<file path="src/rtl/uart_tx_fifo_if.sv">
// Host-side handshake and status bundle for uart_tx_fifo.
// The host drives data/valid through master; the transmitter owns the rest through slave.
interface uart_tx_fifo_if #(
  parameter int FIFO_DEPTH = 4
);
  logic [7:0]                    tx_data;
  logic                          tx_valid;
  logic                          tx_ready;
  logic                          tx;
  logic                          busy;
  logic [$clog2(FIFO_DEPTH):0]   fifo_count;

  modport master (output tx_data, tx_valid, input tx_ready, tx, busy, fifo_count);
  modport slave  (input tx_data, tx_valid, output tx_ready, tx, busy, fifo_count);
endinterface

</file>
<file path="src/rtl/uart_tx_fifo.sv">
// 8N1 UART transmitter fed by a small byte FIFO, LSB first, DIV = CLK_FREQ/BAUD cycles per bit.
// Define UART_TX_PARITY_EN to insert an even-parity bit between data bit 7 and the stop bit.
module uart_tx_fifo #(
  parameter int CLK_FREQ   = 50000000,
  parameter int BAUD       = 115200,
  parameter int FIFO_DEPTH = 4
) (
  input  logic           clk,
  input  logic           rst_n,
  uart_tx_fifo_if.slave  bus
);
  localparam int DIV = CLK_FREQ / BAUD;
  localparam int AW  = $clog2(FIFO_DEPTH);
  localparam int CW  = $clog2(DIV);

`ifdef UART_TX_PARITY_EN
  typedef enum logic [2:0] {S_IDLE, S_START, S_DATA, S_PARITY, S_STOP} state_t;
`else
  typedef enum logic [2:0] {S_IDLE, S_START, S_DATA, S_STOP} state_t;
`endif

  logic [7:0]    r_mem [FIFO_DEPTH];
  logic [AW-1:0] r_wptr, r_rptr;
  logic [AW:0]   r_count;
  state_t        r_state;
  logic [CW-1:0] r_baud;
  logic [2:0]    r_bit;
  logic [7:0]    r_shift;
  logic          r_tx;
`ifdef UART_TX_PARITY_EN
  logic          r_par;
`endif

  logic       w_full, w_push, w_pop, w_baud_done;
  logic [7:0] w_head;

  assign w_full      = (r_count == (AW+1)'(FIFO_DEPTH));
  assign w_push      = bus.tx_valid && !w_full;
  assign w_baud_done = (r_baud == CW'(DIV - 1));
  // A new frame starts straight out of IDLE or at the last cycle of STOP, so frames abut.
  assign w_pop       = (r_count != '0) &&
                       ((r_state == S_IDLE) || ((r_state == S_STOP) && w_baud_done));
  assign w_head      = r_mem[r_rptr];

  always_ff @(posedge clk) begin
    if (rst_n && w_push) r_mem[r_wptr] <= bus.tx_data;
  end

  always_ff @(posedge clk) begin
    if (!rst_n) begin
      r_wptr  <= '0;
      r_rptr  <= '0;
      r_count <= '0;
    end else begin
      if (w_push) r_wptr <= r_wptr + 1'b1;
      if (w_pop)  r_rptr <= r_rptr + 1'b1;
      case ({w_push, w_pop})
        2'b10:   r_count <= r_count + 1'b1;
        2'b01:   r_count <= r_count - 1'b1;
        default: r_count <= r_count;
      endcase
    end
  end

  always_ff @(posedge clk) begin
    if (!rst_n) begin
      r_state <= S_IDLE;
      r_baud  <= '0;
      r_bit   <= '0;
      r_shift <= '0;
      r_tx    <= 1'b1;
`ifdef UART_TX_PARITY_EN
      r_par   <= 1'b0;
`endif
    end else if (w_pop) begin
      r_state <= S_START;
      r_baud  <= '0;
      r_shift <= w_head;
      r_tx    <= 1'b0;
`ifdef UART_TX_PARITY_EN
      r_par   <= ^w_head;
`endif
    end else begin
      case (r_state)
        S_IDLE: r_baud <= '0;
        S_START: begin
          if (w_baud_done) begin
            r_state <= S_DATA;
            r_baud  <= '0;
            r_tx    <= r_shift[0];
          end else r_baud <= r_baud + 1'b1;
        end
        S_DATA: begin
          if (w_baud_done) begin
            r_baud <= '0;
            r_bit  <= r_bit + 1'b1;
            if (r_bit == 3'd7) begin
`ifdef UART_TX_PARITY_EN
              r_state <= S_PARITY;
              r_tx    <= r_par;
`else
              r_state <= S_STOP;
              r_tx    <= 1'b1;
`endif
            end else begin
              r_shift <= r_shift >> 1;
              r_tx    <= r_shift[1];
            end
          end else r_baud <= r_baud + 1'b1;
        end
`ifdef UART_TX_PARITY_EN
        S_PARITY: begin
          if (w_baud_done) begin
            r_state <= S_STOP;
            r_baud  <= '0;
            r_tx    <= 1'b1;
          end else r_baud <= r_baud + 1'b1;
        end
`endif
        S_STOP: begin
          if (w_baud_done) begin
            r_state <= S_IDLE;
            r_baud  <= '0;
          end else r_baud <= r_baud + 1'b1;
        end
        default: begin
          r_state <= S_IDLE;
          r_baud  <= '0;
          r_tx    <= 1'b1;
        end
      endcase
    end
  end

  assign bus.tx         = r_tx;
  assign bus.tx_ready   = !w_full;
  assign bus.busy       = (r_state != S_IDLE) || (r_count != '0);
  assign bus.fifo_count = r_count;
endmodule
</file>
<file path="src/flat_wrapper.sv">
// flat-port wrapper written by rule: the top's interface ports become plain ports
module uart_tx_fifo_flat 
#(
  parameter int CLK_FREQ   = 50000000,
  parameter int BAUD       = 115200,
  parameter int FIFO_DEPTH = 4
)
  (clk, rst_n, bus_tx_data, bus_tx_valid, bus_tx_ready, bus_tx, bus_busy, bus_fifo_count);
  uart_tx_fifo_if #(.FIFO_DEPTH(FIFO_DEPTH)) bus_i ();
  input  logic clk;
  input  logic rst_n;
  input wire logic [$bits(bus_i.tx_data)-1:0] bus_tx_data;
  input wire logic [$bits(bus_i.tx_valid)-1:0] bus_tx_valid;
  output wire logic [$bits(bus_i.tx_ready)-1:0] bus_tx_ready;
  output wire logic [$bits(bus_i.tx)-1:0] bus_tx;
  output wire logic [$bits(bus_i.busy)-1:0] bus_busy;
  output wire logic [$bits(bus_i.fifo_count)-1:0] bus_fifo_count;
  assign bus_i.tx_data = bus_tx_data;
  assign bus_i.tx_valid = bus_tx_valid;
  assign bus_tx_ready = bus_i.tx_ready;
  assign bus_tx = bus_i.tx;
  assign bus_busy = bus_i.busy;
  assign bus_fifo_count = bus_i.fifo_count;
  uart_tx_fifo #(.CLK_FREQ(CLK_FREQ), .BAUD(BAUD), .FIFO_DEPTH(FIFO_DEPTH)) u_core (.clk(clk), .rst_n(rst_n), .bus(bus_i));
endmodule
</file>
<file path="config.mk">
export PLATFORM = sky130hd
export DESIGN_NAME = uart_tx_fifo_flat
export DESIGN_NICKNAME = d
export VERILOG_FILES = /design/src/rtl/uart_tx_fifo_if.sv /design/src/rtl/uart_tx_fifo.sv /design/src/flat_wrapper.sv
export SDC_FILE = /design/constraint.sdc
export NUM_CORES = 1
export LEC_CHECK = 0
export CAP_MARGIN = 10
export CORE_MARGIN = 4
export CORE_UTILIZATION = 55
export DETAILED_ROUTE_END_ITERATION = 7
export PLACE_DENSITY = 0.75
export SKIP_CTS_REPAIR_TIMING = 1
export SYNTH_ARGS = -nofsm -noshare
export SYNTH_HDL_FRONTEND = slang
export SYNTH_SLANG_ARGS = --single-unit
</file>
<file path="constraint.sdc">
create_clock -name clk -period 3.6 [get_ports clk]
set_input_delay 0.9 -clock clk [delete_from_list [all_inputs] [get_ports clk]]
set_output_delay 0.9 -clock clk [all_outputs]
set_load 0.03 [all_outputs]
</file>
==> metrics.csv <==
stage;metric;value;unit
status;status;complete, no violations;
placement;post-DP HPWL;3090;um
final_layout;layout cell share with drive strength beyond 1;0.118;
setup_path;CP delay by family, top;buffers and inverters;
sta;f_max;361;MHz
drt;ANT nets after route;0;
yosys;synth cell count leaders;dfxtp_1, edfxtp_1, nor2_1;
sta;count of final setup violators;0;
yosys;Avg Inst Size Synth;12.6;um2
grt;largest net degree at the start of global routing;22;
yosys;dominant cell type by area after synthesis;edfxtp_1;
yosys;Post-Syn Area;2770;um2
clock_network;Worst-path clk slew;0.07;ns
run;Max Cap Violations;0;
setup_path;critical path launch point;u_core.r_state[1];
setup_path;worst reg-to-reg path cell count;12;
grt;initial antenna violation count;0;
setup_path;CP startpoint kind;flip-flop;
yosys;Post-synth EDFFs;32;
drt;Routed WL per cell;14.3;um
sta;Hold Fails Final Rpt;0;
clock_network;Root Buffer;clkbuf_8;
drt;Total Wirelength;4460;um
setup_path;R2R setup slack;0.91;ns
final_layout;fin util;0.663;
sta;worst setup margin;0.833;ns
power;Pint;1.48;mW
placement;buffers added on ports;16;
power;clock power share;0.269;
sta;measured slew at the worst slew-check pin;0.543;ns
power;worst IR drop on VDD;374;uV
final_layout;Antenna diodes;0;
setup_path;Worst EP arrival;1.87;ns
die;Die Footprint;6240;um2
yosys;synthesized instance count;220;
yosys;Yosys top cell area share;0.347;
die;core footprint;4790;um2
yosys;Post-synth top flop;edfxtp_1;
yosys;post-synthesis sequential area ratio;0.578;
setup_path;CP Cell Sequence;inv_1 > ha_1 > nand2_1 > clkdlybuf4s50_1;
sta;post-route minimum period;2.77;ns
final_layout;Final nets;267;
clock_network;Clock Path Buffers;2;
clock_network;total CTS buffers;9;
clock_network;clk_lat worst skew;0.34;ns
placement;gp weighted congestion;0.781;
final_layout;Layout area overhead;14.5;%
drt;via count;1662;
sta;Worst slew margin;0.637;
power;power per cell area;694;nW/um2
grt;gr usage total;0.165;
drt;drt pass-1 iters;4;
power;switching share of power;0.327;
die;Initial Util;0.579;
setup_path;slowest stage cell, crit path;clkdlybuf4s50_1;
setup_path;WP data required;2.70;ns
sta;Fin Hold WS;0.470;ns
drt;DRC violations left;0;
power;Static Leakage;1.18;nW
die;die width;79.0;um
setup_path;critical-path maximum fanout;6;
setup_path;Worst Path Buf+Inv;2;
setup_path;CP Class;flip-flop to output port;
power;Pwr Total;2.20;mW
sta;Final Slew Violations;0;
grt;total grt overflow;0;
setup_path;crit end category;output port;
yosys;count of different cell masters after synthesis;40;
power;sequential share of power;0.434;
min_path;Hold Startpoint;u_core.r_shift[7];
grt;first-pass GRT wire length;7690;um
setup_path;worst flop-to-flop path startpoint;u_core.r_state[0];
yosys;Ys Warns;0;
sta;Layout Skew;0.00601;ns
grt;vias in the first global route;1581;
sta;RSZ-0062 raised after global routing;no;
die;DIE HEIGHT;79.0;um
clock_network;TritonCTS clock tree;yes;
min_path;hold path depth;2;
yosys;FF+latch count, synth;64;
drt;DRT iter0 DRCs;80;
die;Placement Rows;25;
sta;setup_tns;0;ns
clock_network;H-tree depth;3;
die;io pins;17;
setup_path;number of stages on the worst setup path;4;
power;combinational group share of total power;0.297;
yosys;Area contributors post-synth;edfxtp_1, dfxtp_1, ha_1, mux4_2, mux2i_1;
yosys;syn nets;247;
drt;DR vias/cell;5.33;
setup_path;max incr delay on CP;0.67;ns
placement;pre-CTS worst setup slack;0.717;ns
min_path;class of the worst hold path;flip-flop to flip-flop;
yosys;Post-synth ARST share;0;
sta;Final Cycle Share;0.769;
clock_network;Clock Sinks;64;
power;Psw;719;uW
final_layout;final-layout fill cell count;376;
==> through the flow <==
step	cells	instance area, um2
floorplan	220	2770
global placement	296	2980
detailed placement	296	2980
CTS	312	3170
global route	312	3170
finish	312	3170
==> area by class of cell <==
class                           instances  area [um2]  area share
Clock buffer                            9         124      0.0390
Clock inverter                          7        71.3      0.0225
Inverter                               14        52.6      0.0166
Multi-Input combinational cell        133        1060       0.336
Sequential cell                        64        1600       0.505
Tap cell                               67        83.8      0.0264
Timing Repair Buffer                   18         175      0.0552
==> cell families (layout without fill, tap and decap cells) <==
group                      Yosys count  after routing  share of synthesized area
and+or+nand+nor                     54             54                      0.103
DFF                                 64             64                      0.578
buffers and inverters               23             48                     0.0375
xor gates and xnor gates            12             12                     0.0379
AOI/OAI and AO/OA                   34             34                     0.0709
muxes                               17             17                     0.0976
adders and majority gates           16             16                     0.0750
==> flip-flops by register name (all words and copies together), names as in the netlist, named ones only <==
| register | cells |
|---|---|
| u_core.r_wptr | 2 |
| u_core.r_shift | 8 |
| u_core.bus.tx | 1 |
| u_core.r_bit | 3 |
| u_core.r_mem | 32 |
| u_core.r_state | 2 |
| u_core.r_baud | 9 |
| u_core.bus.fifo_count | 3 |
| u_core.r_rptr | 2 |
==> worst paths after layout <==
| path | to |
|---|---|
| worst max-delay path | bus_busy |
| worst min-delay path | u_core.r_shift[7] |
| worst max register to register | u_core.bus.fifo_count[2] |
| worst min register to register | u_core.r_shift[7] |
==> cell usage in the layout, fill, tap and decap left out, types with 6 or more instances in the layout <==
master / n
dfxtp_1: 32
edfxtp_1: 32
nor2_1: 23
clkdlybuf4s50_1: 16
a21oi_1: 15
ha_1: 15
inv_1: 13
o21ai_0: 11
mux2i_1: 9
clkbuf_8: 9
xnor2_1: 8
mux4_2: 8
nand3_1: 6
==> power groups by stage <==
stage               sequential, mW  combinational, mW  clock, mW
floorplan                    0.963              0.478          0
global placement             0.970              0.637          0
detailed placement           0.973              0.656          0
CTS                          0.957              0.658      0.611
global route                 0.973              0.734      0.643
finish                       0.956              0.654      0.592
==> worst reg2reg max path, stage by stage (launching register included) <==
cell	delay, ns
dfxtp_1	0.34
inv_1	0.14
ha_1	0.28
o31a_1	0.21
a41oi_1	0.05
buf_4	0.22
inv_1	0.14
ha_1	0.19
inv_1	0.07
fa_1	0.38
xor2_1	0.16
or3_1	0.31
a21oi_1	0.13
==> per-layer routing <==
metal,up-vias,global-route usage,share of wire
met5,-,0,0
li1,833,-,-
met1,795,0.200,0.45
met4,0,0.0670,0.012
met3,9,0.0680,0.045
met2,25,0.263,0.49
No activity file was read; power rests on OpenSTA's default activity.
